==> src/rtl/timer_ctrl_pkg.sv <==
// Shared types and default timing for the timer push-button front end.
// Latency: n/a (types and constants only).
// Backpressure: n/a.
package timer_ctrl_pkg;

  // Counter sequencing state as seen on the STATE output.
  typedef enum logic [1:0] {
    IDLE    = 2'd0,
    RUNNING = 2'd1,
    PAUSED  = 2'd2
  } timer_state_t;

  // Defaults assume a 100 MHz core clock: 10 ms debounce, 1 s long press.
  localparam int DEF_DEBOUNCE_CYCLES   = 1_000_000;
  localparam int DEF_LONG_PRESS_CYCLES = 100_000_000;

endpackage

==> src/rtl/timer_input_ctrl_if.sv <==
// Pin-side buttons in, counter controls out, for the timer input controller.
// Latency: n/a (wires only).
// Backpressure: none; buttons are free-running levels, outputs are levels/pulses.
// Ports: BTN_SS/BTN_CLR raw buttons, RUN enable, CLEAR strobe, STATE encoding.
interface timer_input_ctrl_if;
  import timer_ctrl_pkg::*;

  logic         BTN_SS;
  logic         BTN_CLR;
  logic         RUN;
  logic         CLEAR;
  timer_state_t STATE;

  // master drives the buttons (board/bench), slave is the controller
  modport master (output BTN_SS, output BTN_CLR, input RUN, input CLEAR, input STATE);
  modport slave  (input BTN_SS, input BTN_CLR, output RUN, output CLEAR, output STATE);
endinterface

==> src/rtl/btn_debounce.sv <==
// Synchronizes and debounces one push-button, emitting stable level and edge pulses.
// Latency: stable moves 3+DEBOUNCE_CYCLES edges after the raw edge; rise/fall move with it.
// Backpressure: none; rise/fall are single-cycle pulses.
// Ports: clk, rst_n, btn_raw async input, stable level, rise/fall one-cycle pulses.
module btn_debounce #(
  parameter int DEBOUNCE_CYCLES = 4
) (
  input  logic clk,
  input  logic rst_n,
  input  logic btn_raw,
  output logic stable,
  output logic rise,
  output logic fall
);

  localparam int DW = $clog2(DEBOUNCE_CYCLES);
  localparam logic [DW-1:0] DB_LAST = DW'(DEBOUNCE_CYCLES - 1);

  logic          btn_sync;
  logic          stable_q, stable_d;
  logic [DW-1:0] db_cnt_q, db_cnt_d;
  logic          rise_q, rise_d;
  logic          fall_q, fall_d;

  synchronizer #(.STAGES(3)) u_sync (
    .clk   (clk),
    .rst_n (rst_n),
    .d     (btn_raw),
    .q     (btn_sync)
  );

  // The level must disagree with stable on DEBOUNCE_CYCLES consecutive
  // samples; any agreeing sample restarts the count.
  always_comb begin
    stable_d = stable_q;
    db_cnt_d = db_cnt_q;
    rise_d   = 1'b0;
    fall_d   = 1'b0;
    if (btn_sync == stable_q) begin
      db_cnt_d = '0;
    end else if (db_cnt_q == DB_LAST) begin
      stable_d = btn_sync;
      db_cnt_d = '0;
      rise_d   = btn_sync;
      fall_d   = ~btn_sync;
    end else begin
      db_cnt_d = db_cnt_q + 1'b1;
    end
  end

  always_ff @(posedge clk or negedge rst_n) begin
    if (!rst_n) begin
      stable_q <= 1'b0;
      db_cnt_q <= '0;
      rise_q   <= 1'b0;
      fall_q   <= 1'b0;
    end else begin
      stable_q <= stable_d;
      db_cnt_q <= db_cnt_d;
      rise_q   <= rise_d;
      fall_q   <= fall_d;
    end
  end

  assign stable = stable_q;
  assign rise   = rise_q;
  assign fall   = fall_q;

endmodule

==> src/rtl/synchronizer.sv <==
// Multi-flop synchronizer bringing an asynchronous level into the clk domain.
// Latency: STAGES clock edges from the first sampling edge.
// Backpressure: none.
// Ports: clk, rst_n (async active-low), d async input, q synchronized output.
module synchronizer #(
  parameter int STAGES = 3
) (
  input  logic clk,
  input  logic rst_n,
  input  logic d,
  output logic q
);

  logic [STAGES-1:0] sync_q;
  logic [STAGES-1:0] sync_d;

  always_comb begin
    sync_d = {sync_q[STAGES-2:0], d};
  end

  always_ff @(posedge clk or negedge rst_n) begin
    if (!rst_n) begin
      sync_q <= '0;
    end else begin
      sync_q <= sync_d;
    end
  end

  assign q = sync_q[STAGES-1];

endmodule

==> src/rtl/timer_input_ctrl.sv <==
// Button front end: debounce, short/long press detection, run/pause/clear FSM.
// Latency: outputs move 3+DEBOUNCE_CYCLES+2 edges after a raw button edge.
// Backpressure: none; CLEAR is a one-cycle strobe, RUN/STATE are levels.
// Ports: CLK, RST_N (async active-low), io slave modport (buttons in, RUN/CLEAR/STATE out).
module timer_input_ctrl
  import timer_ctrl_pkg::*;
#(
  parameter int DEBOUNCE_CYCLES   = DEF_DEBOUNCE_CYCLES,
  parameter int LONG_PRESS_CYCLES = DEF_LONG_PRESS_CYCLES
) (
  input  logic               CLK,
  input  logic               RST_N,
  timer_input_ctrl_if.slave  io
);

  localparam logic [1:0] ST_IDLE    = IDLE;
  localparam logic [1:0] ST_RUNNING = RUNNING;
  localparam logic [1:0] ST_PAUSED  = PAUSED;

  localparam int HW = $clog2(LONG_PRESS_CYCLES + 1);
  localparam logic [HW-1:0] HOLD_MAX = HW'(LONG_PRESS_CYCLES);
  localparam logic [HW-1:0] HOLD_PRE = HW'(LONG_PRESS_CYCLES - 1);

  logic ss_stable, ss_rise, ss_fall;
  logic clr_stable, clr_rise, clr_fall;

  btn_debounce #(.DEBOUNCE_CYCLES(DEBOUNCE_CYCLES)) u_db_ss (
    .clk (CLK), .rst_n (RST_N), .btn_raw (io.BTN_SS),
    .stable (ss_stable), .rise (ss_rise), .fall (ss_fall)
  );

  btn_debounce #(.DEBOUNCE_CYCLES(DEBOUNCE_CYCLES)) u_db_clr (
    .clk (CLK), .rst_n (RST_N), .btn_raw (io.BTN_CLR),
    .stable (clr_stable), .rise (clr_rise), .fall (clr_fall)
  );

  // Debouncer outputs this controller has no use for.
  logic unused_evt;
  assign unused_evt = ^{ss_rise, clr_stable, clr_fall};

  logic [HW-1:0] hold_cnt_q, hold_cnt_d;
  logic          ss_long_q, ss_long_d;
  logic          ss_short_q, ss_short_d;
  logic          clr_press_q, clr_press_d;
  logic [1:0]    state_q, state_d;
  logic          run_q, run_d;
  logic          clear_q, clear_d;

  // Hold counter saturates so ss_long fires exactly once per hold.
  // On the release pulse the counter still holds the full hold length,
  // so reaching HOLD_MAX means ss_long already fired for this press.
  always_comb begin
    hold_cnt_d  = '0;
    if (ss_stable) begin
      hold_cnt_d = (hold_cnt_q == HOLD_MAX) ? HOLD_MAX : hold_cnt_q + 1'b1;
    end
    ss_long_d   = ss_stable && (hold_cnt_q == HOLD_PRE);
    ss_short_d  = ss_fall && (hold_cnt_q != HOLD_MAX);
    clr_press_d = clr_rise;
  end

  // Priority: ss_long > clr_press > ss_short; losers are dropped.
  always_comb begin
    state_d = state_q;
    clear_d = 1'b0;
    if (ss_long_q) begin
      state_d = ST_IDLE;
      clear_d = 1'b1;
    end else begin
      case (state_q)
        ST_IDLE: begin
          if (clr_press_q) begin
            clear_d = 1'b1;
          end else if (ss_short_q) begin
            state_d = ST_RUNNING;
          end
        end
        ST_RUNNING: begin
          // clearing a running counter is refused
          if (ss_short_q) begin
            state_d = ST_PAUSED;
          end
        end
        ST_PAUSED: begin
          if (clr_press_q) begin
            state_d = ST_IDLE;
            clear_d = 1'b1;
          end else if (ss_short_q) begin
            state_d = ST_RUNNING;
          end
        end
        default: begin
          state_d = ST_IDLE;
          clear_d = 1'b1;
        end
      endcase
    end
    run_d = (state_d == ST_RUNNING);
  end

  always_ff @(posedge CLK or negedge RST_N) begin
    if (!RST_N) begin
      hold_cnt_q  <= '0;
      ss_long_q   <= 1'b0;
      ss_short_q  <= 1'b0;
      clr_press_q <= 1'b0;
      state_q     <= ST_IDLE;
      run_q       <= 1'b0;
      clear_q     <= 1'b0;
    end else begin
      hold_cnt_q  <= hold_cnt_d;
      ss_long_q   <= ss_long_d;
      ss_short_q  <= ss_short_d;
      clr_press_q <= clr_press_d;
      state_q     <= state_d;
      run_q       <= run_d;
      clear_q     <= clear_d;
    end
  end

  assign io.RUN   = run_q;
  assign io.CLEAR = clear_q;
  assign io.STATE = timer_state_t'(state_q);

endmodule

==> src/flat_wrapper.sv <==
// flat-port wrapper written by rule: the top's interface ports become plain ports
module timer_input_ctrl_flat import timer_ctrl_pkg::*;
#(
  parameter int DEBOUNCE_CYCLES   = DEF_DEBOUNCE_CYCLES,
  parameter int LONG_PRESS_CYCLES = DEF_LONG_PRESS_CYCLES
)
  (CLK, RST_N, io_BTN_SS, io_BTN_CLR, io_RUN, io_CLEAR, io_STATE);
  timer_input_ctrl_if io_i ();
  input  logic CLK;
  input  logic RST_N;
  input wire logic [$bits(io_i.BTN_SS)-1:0] io_BTN_SS;
  input wire logic [$bits(io_i.BTN_CLR)-1:0] io_BTN_CLR;
  output wire logic [$bits(io_i.RUN)-1:0] io_RUN;
  output wire logic [$bits(io_i.CLEAR)-1:0] io_CLEAR;
  output wire logic [$bits(io_i.STATE)-1:0] io_STATE;
  assign io_i.BTN_SS = io_BTN_SS;
  assign io_i.BTN_CLR = io_BTN_CLR;
  assign io_RUN = io_i.RUN;
  assign io_CLEAR = io_i.CLEAR;
  assign io_STATE = io_i.STATE;
  timer_input_ctrl #(.DEBOUNCE_CYCLES(DEBOUNCE_CYCLES), .LONG_PRESS_CYCLES(LONG_PRESS_CYCLES)) u_core (.CLK(CLK), .RST_N(RST_N), .io(io_i));
endmodule
==> config.mk <==
export PLATFORM = sky130hd
export DESIGN_NAME = timer_input_ctrl_flat
export DESIGN_NICKNAME = d
export VERILOG_FILES = /design/src/rtl/timer_ctrl_pkg.sv /design/src/rtl/timer_input_ctrl_if.sv /design/src/rtl/btn_debounce.sv /design/src/rtl/synchronizer.sv /design/src/rtl/timer_input_ctrl.sv /design/src/flat_wrapper.sv
export SDC_FILE = /design/constraint.sdc
export NUM_CORES = 1
export LEC_CHECK = 0
export CAP_MARGIN = 10
export CELL_PAD_IN_SITES_DETAIL_PLACEMENT = 1
export CELL_PAD_IN_SITES_GLOBAL_PLACEMENT = 2
export CORE_MARGIN = 1.5
export CORE_UTILIZATION = 40
export CTS_CLUSTER_SIZE = 20
export DETAILED_ROUTE_END_ITERATION = 12
export PLACE_DENSITY_LB_ADDON = 0.1
export SETUP_SLACK_MARGIN = 0.1
export SLEW_MARGIN = 20
export SYNTH_ARGS = -nofsm -noshare
export SYNTH_HDL_FRONTEND = slang
export SYNTH_SLANG_ARGS = --single-unit
==> constraint.sdc <==
create_clock -name CLK -period 2.35 [get_ports CLK]
set_clock_uncertainty 0.2 [all_clocks]
set_input_delay 0.705 -clock CLK [delete_from_list [all_inputs] [get_ports CLK]]
set_output_delay 0.705 -clock CLK [all_outputs]
set_load 0.05 [all_outputs]
==> PnR_summary.wiki <==
{| class="wikitable"
! Metric !! Value
|-
| Endpoint type of the worst setup path || flip-flop
|-
| NumNets Final || between 400 and 500
|-
| Capture instance of the worst register-to-register path || u_core.hold_cnt_q[25]$_DFF_PN0_
|-
| Signal arrival time at the worst endpoint || ~2.2 ns
|-
| Leading area contributor after synthesis || sky130_fd_sc_hd__dfrtp_1
|-
| Ratio of total power to cell area || a little under 600 nW/µm²
|-
| R2R depth || 7
|-
| First-pass GRT wire length || ~15000 µm
|-
| Std-Cell Rows || 36
|-
| Number of storage elements in the synthesis netlist || 84
|-
| Antenna diode instance count || 0
|-
| Hold Vio Cnt, Final || 0
|-
| Leak pwr || roughly 1.8 nW
|-
| R2R Setup Slk || 0.24 ns
|-
| Total congestion overflow after global routing || 0
|-
| Number of hold buffers added after cts || 0
|-
| Most common cell in the synthesized netlist || sky130_fd_sc_hd__dfrtp_1
|-
| Detailed-route DRC error count || 0
|-
| Startpoint types || flip-flop
|-
| Overall fraction of global-route tracks in use || 16.8%
|-
| Number of setup violations in the final report || 0
|-
| Max Freq || 474 MHz
|-
| Number of instances in the synthesized netlist || 396
|-
| Required time of the critical path || around 2.4 ns
|-
| Final routed wire length divided by cell count || ~16 µm
|-
| Top fanout value on the critical path || 11
|-
| Layout fillers || 1082
|-
| Inserted Clock Buffers || 9
|-
| Share of async-settable or async-resettable flops after synthesis || between 90% and 100%
|-
| H-tree depth || 3
|-
| Detailed-route wire length || 8670 µm
|-
| Netlist cell types || 48
|-
| Post-DRT Antenna Nets || 0
|-
| Overall via count from detail_route || between 2000 and 3000
|-
| Sequential-to-total area share from yosys stat || between 50 and 60%
|-
| Area delta synth->final || 10.6%
|-
| Predominant post-synthesis flop cell || sky130_fd_sc_hd__dfrtp_1
|-
| Final cycle utilization of the critical path || between 80% and 90%
|-
| Synthesized area divided by synthesized cell count || about 10 µm²
|-
| Transition at the pin with the smallest max-transition slack || around 0.47 ns
|-
| Share of post-route cells with drive strength above 1 || a little over an eighth
|-
| Skew-Pair Late Insertion Delay || between 0.3 and 0.4 ns
|-
| Total negative slack for setup checks || 0 ns
|-
| Pint || 2.09 mW
|-
| Cell Area, Synth || roughly 4100 µm²
|-
| Worst hold path class || in -> async
|-
| Number of enable-type register cells in the synthesized netlist || 0
|-
| Width of the die || around 100 µm
|-
| Syn Nets || approximately 400
|-
| Area share of the largest cell type after synthesis || between 50% and 60%
|-
| Area enclosed by the die boundary || roughly 11000 µm²
|-
| Number of global-route vias before repair || approximately 3000
|-
| Clk pwr share || between 40% and 50%
|-
| Io pins || 8
|-
| CTS Sinks || between 80 and 90
|-
| Commonest cells post-synth || 84 x sky130_fd_sc_hd__dfrtp_1, 41 x sky130_fd_sc_hd__nor2_1, 27 x sky130_fd_sc_hd__nand3_1, 22 x sky130_fd_sc_hd__a21oi_1, 22 x sky130_fd_sc_hd__xnor2_1
|-
| Min cycle time layout || 2.11 ns
|-
| GR Util met3 || ~3.4%
|-
| Initial DRC count || 73
|-
| Global-route track usage on met1 || 23.4%
|-
| Layer with the highest usage after global routing || met2
|-
| Yosys warnings || 0
|-
| Via count normalized by instance count || ~5.4
|-
| Initial cell density of the core || a little over two fifths
|-
| Antenna violations before repair || 0
|-
| Router iterations before antenna repair || 4
|-
| Largest net degree at the start of global routing || 85
|-
| Area occupied by multi-input gates || 1880 µm²
|-
| Category of the critical setup timing path || reg -> reg
|-
| Core area || slightly below 10000 µm²
|-
| Slew margin rel. || slightly below 70%
|-
| Share of total power in combinational logic || approximately 2.6%
|-
| HPWL after detailed placement || slightly below 6000 µm
|-
| TritonCTS clock tree || built
|-
| Root cell of the clock tree || sky130_fd_sc_hd__clkbuf_8
|-
| Register area || 2100 µm²
|-
| Sw Ratio || around 23%
|-
| Pins Over Slew Limit || 0
|-
| Chip Height || 104 µm
|-
| Met2 track demand over resource in global routing || 26.6%
|-
| Number of gates resized after cts || 0
|-
| Outcome || finished clean
|-
| Power share of the sequential group || 54.3%
|-
| Port bufs || 7
|-
| Reg-to-reg critical path startpoint || u_core.hold_cnt_q[0]$_DFF_PN0_
|-
| Clock tree buffer depth || 2
|-
| Reported max-cap violation count || 0
|-
| Switching power || between 0.6 and 0.7 mW
|-
| RSZ-0062 raised after global routing || false
|-
| Worst supply voltage drop on vdd || roughly 0.0003 V
|-
| Area contributors post-synth || sky130_fd_sc_hd__dfrtp_1 51%, sky130_fd_sc_hd__xnor2_1 4.7%, sky130_fd_sc_hd__xor2_1 4.1%
|-
| Final Wtd Congestion || around 0.73
|-
| Clock-pin slew of the registers on the worst-case setup and hold paths || ~0.090 ns
|-
| Final core area utilization || a little under half
|-
| Number of post-CTS setup repair buffers || 0
|}
==> final cells by class <==
cell class,instances,share of cell area (%)
Tap cell,133,3.67
Timing Repair Buffer,15,2.87
Sequential cell,84,46.3
Inverter,11,0.910
Clock buffer,9,2.73
Clock inverter,7,2.12
Multi-Input combinational cell,288,41.4
==> flip-flops by register name, summed over array words and instances, names as in the netlist <==
name and flops:
u_core.u_db_ss.db_cnt_q 20, u_core.u_db_clr.rise 1, u_core.io.CLEAR 1, u_core.hold_cnt_q 27, u_core.u_db_ss.fall 1, u_core.u_db_ss.u_sync.sync_q 3
u_core.u_db_clr.db_cnt_q 20, u_core.io.STATE 2, u_core.ss_long_q 1, u_core.io.RUN 1, u_core.ss_short_q 1, u_core.u_db_clr.u_sync.sync_q 3
u_core.clr_press_q 1, u_core.u_db_ss.stable 1, u_core.u_db_clr.stable 1
==> kinds of logic (layout without fill, tap and decap cells) <==
kind of cell    Yosys count  count (layout)  synth area share (%)
flops                    84              84                  51.2
simple gates            190             190                  27.1
mux                       4               4                  1.04
buf+inv                  24              42                  3.02
xor+xnor                 41              41                  8.75
compound gates           49              49                  7.62
fa+ha+maj                 4               4                  1.22
==> worst max path at each step <==
stage,cells after the start,to,start,slack (ns)
2_1_floorplan,7,u_core.hold_cnt_q[4]$_DFF_PN0_,u_core.hold_cnt_q[0]$_DFF_PN0_,0.44
3_3_place_gp,7,u_core.hold_cnt_q[25]$_DFF_PN0_,u_core.hold_cnt_q[0]$_DFF_PN0_,0.36
3_5_place_dp,7,u_core.hold_cnt_q[25]$_DFF_PN0_,u_core.hold_cnt_q[0]$_DFF_PN0_,0.19
4_1_cts,7,u_core.hold_cnt_q[17]$_DFF_PN0_,u_core.hold_cnt_q[0]$_DFF_PN0_,0.18
5_1_grt,7,u_core.hold_cnt_q[17]$_DFF_PN0_,u_core.hold_cnt_q[0]$_DFF_PN0_,0.12
6_report,7,u_core.hold_cnt_q[25]$_DFF_PN0_,u_core.hold_cnt_q[0]$_DFF_PN0_,0.24
==> through the flow <==
stage / total power, mW / std cells / instance area, µm² / setup slack (ns) / hold slack [ns]
after floorplan: 1.52 / 396 / 4100 / 0.444 / 0.131
after global placement: 1.57 / 531 / 4320 / 0.360 / 0.133
after detailed placement: 1.57 / 531 / 4320 / 0.192 / 0.136
after CTS: 2.75 / 547 / 4540 / 0.179 / 0.156
after global routing: 2.81 / 547 / 4540 / 0.125 / 0.165
final: 2.71 / 547 / 4540 / 0.239 / 0.146
==> placed cells by master, fill, tap and decap left out, types with 4 or more instances in the layout <==
master | netlist | routed
sky130_fd_sc_hd__nor2_2 | 10 | 10
sky130_fd_sc_hd__nor4_1 | 9 | 9
sky130_fd_sc_hd__xor2_1 | 19 | 19
sky130_fd_sc_hd__o21ai_0 | 17 | 17
sky130_fd_sc_hd__o31ai_1 | 4 | 4
sky130_fd_sc_hd__clkbuf_8 | 0 | 9
sky130_fd_sc_hd__or3_1 | 17 | 17
sky130_fd_sc_hd__inv_1 | 11 | 11
sky130_fd_sc_hd__nand4_1 | 20 | 20
sky130_fd_sc_hd__nor3_1 | 8 | 8
sky130_fd_sc_hd__nand3_1 | 27 | 27
sky130_fd_sc_hd__buf_4 | 4 | 12
sky130_fd_sc_hd__or4_1 | 4 | 4
sky130_fd_sc_hd__xnor2_1 | 22 | 22
sky130_fd_sc_hd__a21oi_1 | 22 | 22
sky130_fd_sc_hd__ha_1 | 4 | 4
sky130_fd_sc_hd__dfrtp_1 | 84 | 84
sky130_fd_sc_hd__and3_1 | 13 | 13
sky130_fd_sc_hd__nor2_1 | 41 | 41
sky130_fd_sc_hd__nand2_1 | 14 | 14
==> power groups by stage <==
stage / Combinational, mW / Clock [mW] / Sequential, mW
after floorplan: 0.0256 / 0 / 1.50
after global placement: 0.0734 / 0 / 1.50
after detailed placement: 0.0738 / 0 / 1.50
after CTS: 0.0739 / 1.21 / 1.47
after global routing: 0.0820 / 1.26 / 1.47
final: 0.0699 / 1.17 / 1.47
==> per-layer routing <==
| metal | share of wire [%] | routed length (µm) | up-vias |
|---|---|---|---|
| met5 | 0 | 0 | - |
| met2 | 47 | 4090 | 25 |
| met1 | 50 | 4310 | 1478 |
| met4 | 0.73 | 63 | 0 |
| met3 | 2.3 | 200 | 6 |
| li1 | - | - | 1454 |
==> worst max-delay path, stage by stage, from the launching register on <==
cell	delay, ns
sky130_fd_sc_hd__dfrtp_1	0.45
sky130_fd_sc_hd__inv_1	0.09
sky130_fd_sc_hd__ha_1	0.17
sky130_fd_sc_hd__nor4b_1	0.26
sky130_fd_sc_hd__nand2_1	0.16
sky130_fd_sc_hd__o41ai_4	0.33
sky130_fd_sc_hd__buf_4	0.29
sky130_fd_sc_hd__a21oi_1	0.06
Note: power is estimated with default switching activity, not from simulation.
